File: src/rtl/sp_chunk_pkg.sv
// Shared state encoding, chunk layout indices and sizing for the secure chunk responder.
package sp_chunk_pkg;

  localparam int          NUM_CHUNKS        = 6;
  localparam int          CHUNK_W           = 64;
  localparam int          MSG_W             = 32;
  localparam logic [31:0] HDR_MAGIC_DEFAULT = 32'h5345_4350;

  localparam logic [2:0] CH_NONCE_LO = 3'd0;
  localparam logic [2:0] CH_NONCE_HI = 3'd1;
  localparam logic [2:0] CH_CT       = 3'd2;
  localparam logic [2:0] CH_TAG_LO   = 3'd3;
  localparam logic [2:0] CH_TAG_HI   = 3'd4;
  localparam logic [2:0] CH_HDR      = 3'd5;

  typedef enum logic [2:0] {
    S_IDLE,
    S_DEC_START,
    S_DEC_WAIT,
    S_ENC_START,
    S_ENC_WAIT,
    S_ENC_EMIT
  } state_t;

endpackage

File: src/rtl/sp_chunk_buffer.sv
// Holds the six loaded chunks of a secure object plus a per-chunk valid mask.
module sp_chunk_buffer
  import sp_chunk_pkg::*;
(
  input  logic                                  clk_i,
  input  logic                                  rst_i,
  input  logic                                  wr_en,
  input  logic [2:0]                            wr_idx,
  input  logic [CHUNK_W-1:0]                    wr_data,
  input  logic                                  clr,
  output logic [NUM_CHUNKS-1:0][CHUNK_W-1:0]    chunks,
  output logic                                  all_valid
);

  logic [NUM_CHUNKS-1:0] mask_q;
  logic [NUM_CHUNKS-1:0] mask_d;

  // Clear wins over a write landing in the same cycle.
  always_comb begin
    mask_d = mask_q;
    if (clr) begin
      mask_d = '0;
    end else if (wr_en) begin
      for (int i = 0; i < NUM_CHUNKS; i++) begin
        if (wr_idx == 3'(i)) mask_d[i] = 1'b1;
      end
    end
  end

  always_ff @(posedge clk_i or posedge rst_i) begin
    if (rst_i) begin
      mask_q    <= '0;
      all_valid <= 1'b0;
      chunks    <= '0;
    end else begin
      mask_q    <= mask_d;
      all_valid <= &mask_d;
      for (int i = 0; i < NUM_CHUNKS; i++) begin
        if (wr_en && !clr && wr_idx == 3'(i)) chunks[i] <= wr_data;
      end
    end
  end

endmodule

File: src/rtl/sp_chunk_responder.sv
// Engine-side responder for secure chunk load/store: drives the AEAD core to decrypt a
// buffered 6-chunk object or to encrypt a value and stream it out as 6 chunks.
module sp_chunk_responder
  import sp_chunk_pkg::*;
#(
  parameter logic [31:0] HDR_MAGIC = HDR_MAGIC_DEFAULT
) (
  input  logic                 clk_i,
  input  logic                 rst_i,
  input  logic                 chunk_valid_i,
  input  logic [2:0]           chunk_idx_i,
  input  logic [CHUNK_W-1:0]   chunk_data_i,
  output logic                 chunks_loaded_o,
  input  logic                 decrpt_en_i,
  input  logic                 encrpt_en_i,
  input  logic [MSG_W-1:0]     plaintext_i,
  output logic                 asc_en_o,
  output logic                 encrypting_o,
  output logic                 decrypting_o,
  output logic [MSG_W-1:0]     enc_dec_message_o,
  output logic                 decryption_failed_o,
  output logic                 st_valid_o,
  input  logic                 st_ready_i,
  output logic [2:0]           st_idx_o,
  output logic [CHUNK_W-1:0]   st_data_o,
  output logic                 core_start_o,
  output logic                 core_mode_o,
  output logic [127:0]         core_nonce_o,
  output logic [CHUNK_W-1:0]   core_data_o,
  output logic [127:0]         core_tag_o,
  input  logic                 core_done_i,
  input  logic [CHUNK_W-1:0]   core_data_i,
  input  logic [127:0]         core_tag_i
);

  state_t                              state_q, state_d;
  logic [NUM_CHUNKS-1:0][CHUNK_W-1:0]  chunks;
  logic                                buf_wr, dec_accept, enc_accept, dec_fail;
  logic [127:0]                        buf_nonce, buf_tag;
  logic [MSG_W-1:0]                    pt_q, msg_q;
  logic                                failed_q;
  logic [127:0]                        ctr_q, nonce_q, tag_q;
  logic [CHUNK_W-1:0]                  ct_q;
  logic [2:0]                          emit_idx_q;

  assign buf_nonce  = {chunks[CH_NONCE_HI], chunks[CH_NONCE_LO]};
  assign buf_tag    = {chunks[CH_TAG_HI], chunks[CH_TAG_LO]};
  assign buf_wr     = chunk_valid_i && (state_q == S_IDLE) && (chunk_idx_i < 3'(NUM_CHUNKS));
  assign dec_accept = (state_q == S_IDLE) && decrpt_en_i && chunks_loaded_o;
  assign enc_accept = (state_q == S_IDLE) && encrpt_en_i && !dec_accept;
  assign dec_fail   = (core_tag_i != buf_tag) || (core_data_i[63:32] != 32'h0) ||
                      (chunks[CH_HDR][63:32] != HDR_MAGIC);

  assign enc_dec_message_o   = msg_q;
  assign decryption_failed_o = failed_q;

  sp_chunk_buffer u_buffer (
    .clk_i     (clk_i),
    .rst_i     (rst_i),
    .wr_en     (buf_wr),
    .wr_idx    (chunk_idx_i),
    .wr_data   (chunk_data_i),
    .clr       (dec_accept),
    .chunks    (chunks),
    .all_valid (chunks_loaded_o)
  );

  always_ff @(posedge clk_i or posedge rst_i) begin
    if (rst_i) state_q <= S_IDLE;
    else       state_q <= state_d;
  end

  always_comb begin
    state_d      = state_q;
    asc_en_o     = (state_q != S_IDLE);
    encrypting_o = 1'b0;
    decrypting_o = 1'b0;
    core_start_o = 1'b0;
    core_mode_o  = 1'b0;
    core_nonce_o = '0;
    core_data_o  = '0;
    core_tag_o   = '0;
    st_valid_o   = 1'b0;
    st_idx_o     = '0;
    st_data_o    = '0;
    case (state_q)
      S_IDLE: begin
        if (dec_accept)      state_d = S_DEC_START;
        else if (enc_accept) state_d = S_ENC_START;
      end
      S_DEC_START, S_DEC_WAIT: begin
        decrypting_o = 1'b1;
        core_start_o = (state_q == S_DEC_START);
        core_mode_o  = 1'b1;
        core_nonce_o = buf_nonce;
        core_data_o  = chunks[CH_CT];
        core_tag_o   = buf_tag;
        if (state_q == S_DEC_START) state_d = S_DEC_WAIT;
        else if (core_done_i)       state_d = S_IDLE;
      end
      S_ENC_START, S_ENC_WAIT: begin
        encrypting_o = 1'b1;
        core_start_o = (state_q == S_ENC_START);
        core_nonce_o = (state_q == S_ENC_START) ? ctr_q : nonce_q;
        core_data_o  = {32'h0, pt_q};
        if (state_q == S_ENC_START) state_d = S_ENC_WAIT;
        else if (core_done_i)       state_d = S_ENC_EMIT;
      end
      S_ENC_EMIT: begin
        encrypting_o = 1'b1;
        st_valid_o   = 1'b1;
        st_idx_o     = emit_idx_q;
        case (emit_idx_q)
          CH_NONCE_LO: st_data_o = nonce_q[63:0];
          CH_NONCE_HI: st_data_o = nonce_q[127:64];
          CH_CT:       st_data_o = ct_q;
          CH_TAG_LO:   st_data_o = tag_q[63:0];
          CH_TAG_HI:   st_data_o = tag_q[127:64];
          default:     st_data_o = {HDR_MAGIC, 32'h0};
        endcase
        if (st_ready_i && emit_idx_q == CH_HDR) state_d = S_IDLE;
      end
      default: state_d = S_IDLE;
    endcase
  end

  // The nonce counter skips zero on wrap so a fresh nonce is never the all-zero value.
  always_ff @(posedge clk_i or posedge rst_i) begin
    if (rst_i) begin
      pt_q       <= '0;
      msg_q      <= '0;
      failed_q   <= 1'b0;
      ctr_q      <= 128'd1;
      nonce_q    <= '0;
      tag_q      <= '0;
      ct_q       <= '0;
      emit_idx_q <= '0;
    end else begin
      if (dec_accept) begin
        msg_q    <= '0;
        failed_q <= 1'b0;
      end
      if (enc_accept) pt_q <= plaintext_i;
      if (state_q == S_DEC_WAIT && core_done_i) begin
        failed_q <= dec_fail;
        msg_q    <= dec_fail ? '0 : core_data_i[31:0];
      end
      if (state_q == S_ENC_START) begin
        nonce_q <= ctr_q;
        ctr_q   <= (&ctr_q) ? 128'd1 : ctr_q + 128'd1;
      end
      if (state_q == S_ENC_WAIT && core_done_i) begin
        ct_q       <= core_data_i;
        tag_q      <= core_tag_i;
        emit_idx_q <= '0;
      end
      if (state_q == S_ENC_EMIT && st_ready_i) emit_idx_q <= emit_idx_q + 3'd1;
    end
  end

endmodule

File: config.mk
export PLATFORM = sky130hd
export DESIGN_NAME = sp_chunk_responder
export DESIGN_NICKNAME = d
export VERILOG_FILES = /design/src/rtl/sp_chunk_pkg.sv /design/src/rtl/sp_chunk_buffer.sv /design/src/rtl/sp_chunk_responder.sv
export SDC_FILE = /design/constraint.sdc
export NUM_CORES = 2
export LEC_CHECK = 0
export ABC_CLOCK_PERIOD_IN_PS = 39100
export BUFFER_PORTS_ARGS = -buffer_cell sky130_fd_sc_hd__buf_2
export CAP_MARGIN = 25
export CORE_ASPECT_RATIO = 1.1
export CORE_MARGIN = 4
export CORE_UTILIZATION = 33
export CTS_CLUSTER_DIAMETER = 30
export DETAILED_ROUTE_END_ITERATION = 10
export GPL_TIMING_DRIVEN = 0
export PLACE_DENSITY_LB_ADDON = 0.3
export SLEW_MARGIN = 10
export SYNTH_ARGS = -nofsm -noshare
export SYNTH_HDL_FRONTEND = slang
export SYNTH_SLANG_ARGS = --single-unit
File: constraint.sdc
create_clock -name clk_i -period 39.1 [get_ports clk_i]
set_input_delay 7.82 -clock clk_i [delete_from_list [all_inputs] [get_ports clk_i]]
set_output_delay 7.82 -clock clk_i [all_outputs]
set_load 0.03 [all_outputs]
=== Word level (Yosys, flattened, before mapping) ===
Cells that the tools add are included.

* Add/sub/neg operators: 2
* Order comparisons: 1
* Equality and inequality tests: 21
* Muxes and demuxes: 35
* Reductions and logical operators: 33

{| class="wikitable"
|+ Operators with widths
! kind !! number
|-
| $mux W128 || 3
|-
| $pmux W64 S5 || 1
|-
| $pmux W128 S2 || 1
|-
| $add A128 B1 Y128 const B || 1
|-
| $ne A128 B128 Y1 || 1
|-
| $pmux W64 S2 || 1
|-
| $reduce_and A128 Y1 || 1
|-
| $mux W32 || 3
|-
| $mux W64 || 1
|-
| $ne A32 B31 Y1 const B || 1
|-
| $reduce_bool A32 Y1 || 1
|-
| $mux W3 || 10
|-
| $eq A3 B2 Y1 const B || 6
|-
| $eq A3 B3 Y1 const B || 6
|-
| $logic_and A1 B1 Y1 || 17
|-
| $mux W6 || 2
|-
| $pmux W3 S4 || 1
|-
| $mux W1 || 11
|-
| $eq A3 B1 Y1 const B || 3
|-
| $logic_not A3 Y1 || 3
|-
| $ne A3 B3 Y1 const B || 2
|-
| $reduce_and A6 Y1 || 1
|-
| $reduce_and A4 Y1 || 1
|-
| $reduce_bool A2 Y1 || 2
|-
| 10 further kinds || 12
|}

* Logic and storage cells: 109
* Flip-flop bits (word level): 910

=== Logic depth before layout (Yosys ltp) ===
* Depth after elaboration: 8
* Depth in mapped cells: 9
* Gate-level depth less buffers: 7

=== Hierarchy ===
From an unflattened synthesis, not the netlist that was laid out.

* Cells, all modules: 4010
* Area, all modules: 42452.0 um^2

{| class="wikitable"
|+ Modules (own cells, without submodules)
! module !! cells an instance !! seq. area each (um^2) !! instances !! area each (um^2)
|-
| sp_chunk_responder || 3160 || 12988.7 || 1 || 27849.2
|-
| sp_chunk_buffer || 850 || 9784.4 || 1 || 14602.8
|}

=== Worst setup path after synthesis ===
No wires, ideal clock.

* Kind: reg2out
* Start point: register state_q[2]
* End point: output port core_nonce_o[94]
* Path buffers: 4
* Arrival: 2.482 ns
* Cell stages (with the launch flop): 10
* Setup slack: 28.798 ns
* Required time: 31.280 ns
* Cell sequence: dfrtp_1 clkbuf_1 nor2b_1 and2_1 clkbuf_1 clkbuf_1 clkbuf_1 nand2_1 nand2_1 a22o_1

* Word-level cells in the longest chain between the ends: 3

{| class="wikitable"
|+ Ends and longest elaborated chain
! element !! line !! source
|-
| start, declared || sp_chunk_responder.sv:36 || <nowiki>state_t state_q, state_d;</nowiki>
|-
| start signal, assigned || sp_chunk_responder.sv:70 || <nowiki>else state_q <= state_d;</nowiki>
|-
| $eq A3 B2 Y1, or another cell as far along || sp_chunk_responder.sv:86, sp_chunk_responder.sv:104 ||
|-
| $mux W128, or another cell as far along || - ||
|-
| $pmux W128 S2 * || sp_chunk_responder.sv:86 || <nowiki>case (state_q)</nowiki>
|-
| end, declared || sp_chunk_responder.sv:28 || <nowiki>output logic [127:0] core_nonce_o,</nowiki>
|}

Mark *: on every way between the ends. The rest lies on a longest branch, timed or not.

=== Final worst setup path ===
* Start point: register state_q[2]
* End point: output port core_nonce_o[65]

The elaborated chain is that of the path after synthesis.

==> flow_metrics.env <==
export IMPL_syn_inst=4114
export IMPL_cp_slowest_cell="clkbuf_1"
export IMPL_synth_async_reset_ratio_pct=100
export IMPL_fmax_mhz=77.5
export IMPL_ios=725
export IMPL_yosysWarningCount=0
export IMPL_synthFlopType="dfrtp_1"
export IMPL_cts_buffers=213
export IMPL_ys_ff_latch=878
export IMPL_critical_path_required_ps=31280
export IMPL_seq_power_share_pct=30.6
export IMPL_insertion_delay_ps=850
export IMPL_vias_per_cell=5.65
export IMPL_grt_max_degree=110
export IMPL_r2r_end="enc_dec_message_o[4]"
export IMPL_period_share_pct=33.0
export IMPL_ant_nets=0
export IMPL_grt_met2_usage_pct=54.3
export IMPL_drt_first_pass_iters=9
export IMPL_cp_end_kind="output port"
export IMPL_worstPathCellList="clkbuf_1, nand3b_4, clkbuf_1, o21ai_1, clkbuf_1, clkbuf_1, a22o_1, buf_2"
export IMPL_p_sw_share_pct=36.1
export IMPL_dr_total_vias=39200
export IMPL_arrival_ps=5090
export IMPL_first_global_vias=38600
export IMPL_setup_viol=0
export IMPL_postCtsSetupBuffers=0
export IMPL_r2r_start="u_buffer.chunks[235]"
export IMPL_dieHeight_um=379
export IMPL_startpoint="state_q[2]"
export IMPL_slew_viol_final=0
export IMPL_grt_pass1_wl_um=314000
export IMPL_fin_nets=5382
export IMPL_avgSynthCellArea_um2=10.0
export IMPL_synth_top_cell_by_area="dfrtp_1"
export IMPL_worstSetupEndpoint="core_nonce_o[65]"
export IMPL_routabilityCongestion=1.05
export IMPL_grt_use_met3_pct=11.6
export IMPL_hold_path_class="reg2reg"
export IMPL_critPathMaxFanout=10
export IMPL_clk_pin_slew_worst_paths_ps=40
export IMPL_postCtsHoldBufs=0
export IMPL_die_area_um2=131000
export IMPL_max_stage_delay_ps=910
export IMPL_antenna_found_initial=85
export IMPL_rows=135
export IMPL_rsz0062_at_grt="false"
export IMPL_reg2reg_depth=8
export IMPL_synth_distinct_cells=65
export IMPL_core_area_um2=123000
export IMPL_dp_hpwl_um=187000
export IMPL_initial_core_util_pct=33.4
export IMPL_hold_violations=0
export IMPL_final_cell_mix="nand2_1, dfrtp_1, buf_2"
export IMPL_wl_per_cell_um=33.7
export IMPL_final_common_cell="nand2_1"
export IMPL_synth_edff_count=0
export IMPL_cts_tree="done"
export IMPL_postLayoutCoreUtil_pct=44.8
export IMPL_clock_power_share_pct=43.5
export IMPL_grt_use_total_pct=35.0
export IMPL_port_buffer_count=724
export IMPL_synth_area_um2=41200
export IMPL_drc_errors=0
export IMPL_cap_violations=0
export IMPL_p_leak_nw=27.4
export IMPL_peakVddDrop_uv=46.7
export IMPL_finalClockSkew_ps=51.3
export IMPL_p_per_area_nw_per_um2=81.1
export IMPL_wirelength_um=234000
export IMPL_combinationalPowerShare_pct=25.8
export IMPL_drive_above_1_share_pct=29.3
export IMPL_power_mw=4.49
export IMPL_worst_pin_slew_ps=1190
export IMPL_numClockSinks=878
export IMPL_cts_max_level=4
export IMPL_ctsResizeCount=0
export IMPL_crit_type="reg2out"
export IMPL_hold_depth=2
export IMPL_die_w_um=345
export IMPL_clockBufferDepth=3
export IMPL_first_iter_violations=5064
export IMPL_layout_min_cycle_time_ps=12910
export IMPL_ys_seq_area_share_pct=53.4
export IMPL_grtUsageMet1_pct=41.6
export IMPL_r2r_slack_ps=34680
export IMPL_globalRoute_busiestLayer="met2"
export IMPL_outcome="finished, final reports clean"
export IMPL_cellInternalPower_mw=2.87
export IMPL_tns_ps=0
export IMPL_crit_top_cell="clkbuf_1"
export IMPL_root_buffer="clkbuf_16"
export IMPL_start_kind="flop"
export IMPL_synth_area_leaders="dfrtp_1, nand2_1, mux2_2, a22o_1, xnor2_1"
export IMPL_synth_top_area_share_pct=53.3
export IMPL_grt_overflow_total=0
export IMPL_maxSlewHeadroom_pct=20.9
export IMPL_syn_nets=4418
export IMPL_area_growth_pct=34.4
export IMPL_p_switching_mw=1.62
[sequential cells by signal, summed over array words and instances (netlist names)]
signal,cells
ct_q,64
ctr_q,128
decryption_failed_o,1
emit_idx_q,3
enc_dec_message_o,32
nonce_q,128
pt_q,32
state_q,3
tag_q,128
u_buffer.all_valid,1
u_buffer.chunks,352
u_buffer.mask_q,6
[synth_stat cells (9+ instances only)]
cell and instances:
or3_1 14, a222oi_1 27, xor2_1 45, buf_2 20, nand2_1 1291, nand4_1 98, nor2_1 116, dfrtp_1 877
a22oi_1 75, clkbuf_1 214, buf_1 11, a22o_1 192, o21ai_0 21, nand3_1 70, a31oi_1 56, a21oi_1 30
and2_1 170, inv_1 19, and3_1 15, mux2_2 347, nor4_1 56, xnor2_1 190, or4_1 9, nor3_1 47
and4_1 17
[stage by stage]
step | cells | cell area [um^2] | setup WS [ps] | hold slack (ps)
4_1_cts | 6906 | 55300 | 26340 | 474
3_3_place_gp | 6482 | 46900 | -5030 | 458
2_1_floorplan | 4114 | 41200 | 6600 | 440
5_1_grt | 6920 | 55300 | 26200 | 488
6_report | 6937 | 55400 | 26190 | 473
3_5_place_dp | 6505 | 47300 | 27220 | 463
[cells by family after synthesis]
logic type	synth area share [%]
flops	53.4
compound gates	7.88
simple gates	21.4
mux	9.54
buf+inv	2.65
xor+xnor	5.00
fa+ha+maj	0.182
[power groups by stage]
stage / clock network [mW] / logic (mW) / registers, mW
after CTS: 1.96 / 1.14 / 1.36
after floorplan: 0 / 0.652 / 1.30
final: 1.95 / 1.16 / 1.37
after detailed placement: 0 / 1.13 / 1.37
after global routing: 2.01 / 1.20 / 1.39
after global placement: 0 / 1.11 / 1.37
[layout make-up]
cell class                 count  area (um^2)
antenna                       29         72.6
buffer                       254         1020
clock buffer                 273         5970
clock inverter               128         1970
fill                       12000        68100
inverter                      19         78.8
multi-input combinational   2963        18100
sequential                   878        22000
tap                         1644         2060
timing repair buffer         749         4080
[layer usage]
metal	routed length, um	part of all wire (%)	up-vias
met5	245	0.10	-
met4	18200	7.8	40
met3	26300	11	701
met2	104000	45	2585
met1	84400	36	19700
li1	-	-	16200
[how the worst min path moves through the flow]
| stage | slack [ps] | end | start |
|---|---|---|---|
| floorplan | 440 | tag_q[100] | tag_q[100] |
| finish | 470 | u_buffer.chunks[105] | u_buffer.chunks[105] |
| CTS | 470 | ct_q[56] | ct_q[56] |
| global placement | 460 | tag_q[113] | tag_q[113] |
| detailed placement | 460 | u_buffer.chunks[77] | u_buffer.chunks[77] |
| global route | 490 | tag_q[89] | tag_q[89] |
[worst max-delay path, delay by kind of cell (launching register included)]
family / cells / cell delay (ps)
simple gates: 1 / 340
flops: 1 / 350
buf+inv: 5 / 2300
compound gates: 2 / 1260
No activity file was read; power rests on OpenSTA's default activity.
